--- src/rtl/mgt_01_booth_multiplier.sv ---
// mgt_01_booth_multiplier: sequential radix-2 Booth multiplier, one partial-product step per enabled clock
module mgt_01_booth_multiplier #(
   parameter int WIDTH = 25
) (
   input  logic                 clk_i,
   input  logic                 rst_i,
   input  logic                 clk_en_i,
   input  logic                 start_i,
   input  logic [WIDTH-1:0]     multiplicand_i,
   input  logic [WIDTH-1:0]     multiplier_i,
   output logic [2*WIDTH-1:0]   product_o,
   output logic                 valid_o,
   output logic                 busy_o
);
   localparam int CW = $clog2(WIDTH) + 1;
   typedef enum logic [1:0] {IDLE, MULTIPLY, FINALIZE, VALID} state_t;
   state_t           state_q;
   logic [WIDTH:0]   m_q, acc_q, sum_d;
   logic [WIDTH-1:0] q_q;
   logic             qm1_q;
   logic [CW-1:0]    cnt_q;
   // extra acc bit keeps acc - M exact when M is the most negative operand
   always_comb sum_d = ({q_q[0], qm1_q} == 2'b01) ? acc_q + m_q :
                       ({q_q[0], qm1_q} == 2'b10) ? acc_q - m_q : acc_q;
   always_ff @(posedge clk_i) begin
      if (rst_i) begin
         state_q   <= IDLE;
         cnt_q     <= '0;
         acc_q     <= '0;
         m_q       <= '0;
         q_q       <= '0;
         qm1_q     <= 1'b0;
         product_o <= '0;
         valid_o   <= 1'b0;
         busy_o    <= 1'b0;
      end else if (clk_en_i) begin
         case (state_q)
            IDLE: if (start_i) begin
               m_q     <= {multiplicand_i[WIDTH-1], multiplicand_i};
               q_q     <= multiplier_i;
               acc_q   <= '0;
               qm1_q   <= 1'b0;
               cnt_q   <= '0;
               busy_o  <= 1'b1;
               state_q <= MULTIPLY;
            end
            MULTIPLY: begin
               acc_q <= {sum_d[WIDTH], sum_d[WIDTH:1]};
               q_q   <= {sum_d[0], q_q[WIDTH-1:1]};
               qm1_q <= q_q[0];
               cnt_q <= cnt_q + CW'(1);
               if (cnt_q == CW'(WIDTH - 1)) state_q <= FINALIZE;
            end
            FINALIZE: begin
               product_o <= {acc_q[WIDTH-1:0], q_q};
               valid_o   <= 1'b1;
               busy_o    <= 1'b0;
               state_q   <= VALID;
            end
            VALID: begin
               valid_o <= 1'b0;
               state_q <= IDLE;
            end
            default: state_q <= IDLE;
         endcase
      end
   end
endmodule
--- config.mk ---
export PLATFORM = sky130hd
export DESIGN_NAME = mgt_01_booth_multiplier
export DESIGN_NICKNAME = d
export VERILOG_FILES = /design/src/rtl/mgt_01_booth_multiplier.sv
export SDC_FILE = /design/constraint.sdc
export NUM_CORES = 1
export LEC_CHECK = 0
export CORE_MARGIN = 10
export CORE_UTILIZATION = 61
export DETAILED_ROUTE_END_ITERATION = 10
export PLACE_DENSITY_LB_ADDON = 0.15
export REMOVE_ABC_BUFFERS = 1
export SETUP_SLACK_MARGIN = 0.05
export SYNTH_ARGS = -nofsm -noshare
export SYNTH_HDL_FRONTEND = slang
export SYNTH_SLANG_ARGS = --single-unit
--- constraint.sdc ---
create_clock -name clk_i -period 6.34 [get_ports clk_i]
set_clock_uncertainty 0.1 [all_clocks]
set_input_delay 1.902 -clock clk_i [delete_from_list [all_inputs] [get_ports clk_i]]
set_output_delay 1.902 -clock clk_i [all_outputs]
set_load 0.02 [all_outputs]
==> metrics <==
DRC marker count from the first detailed-route iteration=646; overall via count from detail_route=8080; per-instance average area after synthesis=7.65 um^2; iteration count of the initial detailed-routing pass=5; number of warning messages in the yosys log=0; Port-buffer cells=105; least setup slack across all paths after layout=2.07 ns; Comb pwr share=17.9%; static leakage=3.72 nW; insertion delay of the later-clocked pin in the worst-skew pair=0.43 ns; cts-stage hold buffer count=0; min-delay worst type=reg2reg; TritonCTS clock tree=built; number of standard-cell rows in the floorplan=42; post-layout utilization of the core=74.2%; pin slew with the least headroom to its limit=1.18 ns; Inserted Clock Buffers=17; share of the synthesized area in the top cell type=32.6%; maximum clock path buffer count=2; portion of total power attributed to the clock network=42.0%; Synth Cell Area=8350 um^2; GRT met3 Usage=5.43%; capturing element type of the critical path=flip-flop; number of instances in the placed design=1299; DRC viols=0; Hold Crit Start=product_o[42]; sequential fraction of the synthesis area=32.6%; switching portion of total power=29.3%; count of fill cells added during filler insertion=1048; crit-path cells=clkdlybuf4s50_1 -> mux2_2 -> and2_2 -> nor2_2 -> nand2_1 -> o2111a_1 -> a211oi_1; Tmin final=4.27 ns; GR Util met2=39.9%; wire per inst=17.6 um; total power draw=0.00228 W; run status=finished, final reports clean; cells after synthesis=1091; number of enable flip-flop cells after synthesis=0; sequential power share=40.0%; peak-usage layer in the global routing report=met2; antenna cells=0; critical path launch point=start_i; Total Die Area=18800 um^2; Placement Setup Slack=1.74 ns; maximum level of the CTS H-tree=4; launching point of the worst reg2reg path=q_q[0]; met1 Resource Use GR=29.9%; Psw=0.000670 W; fraction of layout cells with a size suffix above 1=5.80%; setup repair after global routing missed its margin=false; half-perimeter wire length after placement=15.7 mm; Sum Neg Setup Slack=0 ns; post-synth cell types=84; maximum ir drop on the vdd rail=0.268 mV; Resized Gates After CTS=0; Post-synth top flop=dfxtp_1; largest cells by area after synthesis=dfxtp_1 33%, nand2_1 8.9%, ha_1 8.4%; final count of pins violating max slew=0; top post-synthesis cells by count=198 x nand2_1, 136 x a21oi_1, 136 x dfxtp_1; upper clock frequency limit=234 MHz; number of storage elements in the synthesis netlist=136; vertical extent of the die=137 um; dominant cell type by area after synthesis=dfxtp_1; top cell family by delay on the critical path=simple AND/OR/NAND/NOR gates; Int Pwr=0.00161 W; Post-Layout Cell Count=1331; cell at the slowest stage of the critical path=nor2_2; worst max-slew margin expressed relative to the limit=21.5%; clock root cell=clkbuf_16; required time at the endpoint of the critical path=6.59 ns; global routing usage summed across all routing layers=24.3%; synth-to-layout area growth=18.6%; Core Area=13300 um^2; largest incremental delay on the critical path=0.77 ns; Die W=137 um; clock slew at reported path FFs=0.06 ns; global-route wire length before repair=37.2 mm; CP Data Arrival Time=4.52 ns; Critical Path Fanout Max=55; NumNets Final=1254; Initial Util=62.5%; detailed-route vias per instance=6.07; buffers inserted during post-CTS setup optimization=0; number of antenna-violating nets in the routed design=0; startpoint types=input pin; proportion of register bits with asynchronous set or reset after synthesis=0%; area of combinational cells with multiple inputs=5110 um^2; top-count cell post-synth=nand2_1; count of endpoints failing setup in the final report=0; buffer and inverter count on the worst path=1; total I/O pin count=106; vias in the first global route=7449; share of the cycle needed by the critical path after routing=67.4%; category of the critical setup timing path=in2reg; final number of hold-violating endpoints=0; global route total overflow=0; Max Cap Violations=0; pin count of the biggest net entering global routing=96; sink count of the clock tree=136; power per unit of standard cell area=231 nW/um^2; gpl congestion=0.988; Register Area=2720 um^2; Routed Wire Length=23.5 mm; antenna violations before repair=0
[layout by cell type (no fill, tap or decap), types with 6 or more instances in the layout]
cell	n
nand2_1	197
a21oi_1	136
dfxtp_1	136
clkdlybuf4s50_1	104
nor2_1	101
ha_1	55
inv_1	53
a211oi_1	32
o21ai_0	31
mux2i_1	26
xnor2_1	25
nor3_1	17
clkbuf_16	17
o211ai_1	12
nor2b_1	11
a31oi_1	11
nand3_1	11
a21o_1	10
o21a_1	8
or3_1	7
o221ai_1	7
nor4_1	6
and3_1	6
xor2_1	6
[registers in the layout, indices dropped and copies added (netlist names)]
signal / cells
product_o: 50
acc_q: 25
m_q: 25
q_q: 25
cnt_q: 6
state_q: 2
busy_o: 1
qm1_q: 1
valid_o: 1
[worst paths after layout]
kind	endpoint	slack (ns)	cells after the start
worst max-delay path	acc_q[19]	2.07	7
worst max register to register	acc_q[15]	2.79	7
worst min register to register	product_o[42]	0.35	2
worst min-delay path	product_o[42]	0.35	2
[tightest hold or removal path, cell delays in order, from the launching register on]
cell and delay [ns]:
dfxtp_1 0.31, nand2_1 0.05, a21oi_1 0.05
[per-stage QoR]
stage	cell area (um^2)	hold slack, ns
global placement	9330	0.340
floorplan	8030	0.339
global route	9900	0.370
detailed placement	9330	0.345
CTS	9900	0.353
finish	9900	0.352
[cell families (layout without fill, tap and decap cells)]
family | after synthesis | count (layout) | synth area share [%]
and+or+nand+nor | 387 | 387 | 20.0
AOI/OAI and AO/OA | 319 | 319 | 25.3
DFF | 136 | 136 | 32.6
buffers and inverters | 131 | 195 | 6.30
adders and majority gates | 58 | 58 | 8.87
xor gates and xnor gates | 31 | 31 | 3.25
muxes | 29 | 29 | 3.57
[power by group through the flow]
stage / clock (W) / combinational (W) / sequential, W
after floorplan: 0 / 0.000273 / 0.000927
after CTS: 0.000964 / 0.000402 / 0.000914
after global routing: 0.000998 / 0.000448 / 0.000919
after detailed placement: 0 / 0.000395 / 0.000932
final: 0.000960 / 0.000410 / 0.000914
after global placement: 0 / 0.000391 / 0.000931
[layer usage]
metal / share of wire [%] / wire [um]
met4: 2.9 / 686
met3: 7.6 / 1790
met2: 48 / 11200
met1: 42 / 9750
met5: 0 / 0
[final cells by class]
class / count / area share (%)
Clock buffer: 19 / 4.58
Clock inverter: 13 / 1.20
Inverter: 56 / 2.12
Multi-Input combinational cell: 824 / 51.6
Sequential cell: 136 / 27.5
Tap cell: 176 / 2.22
Timing Repair Buffer: 107 / 10.7
No activity file was read; power rests on OpenSTA's default activity.
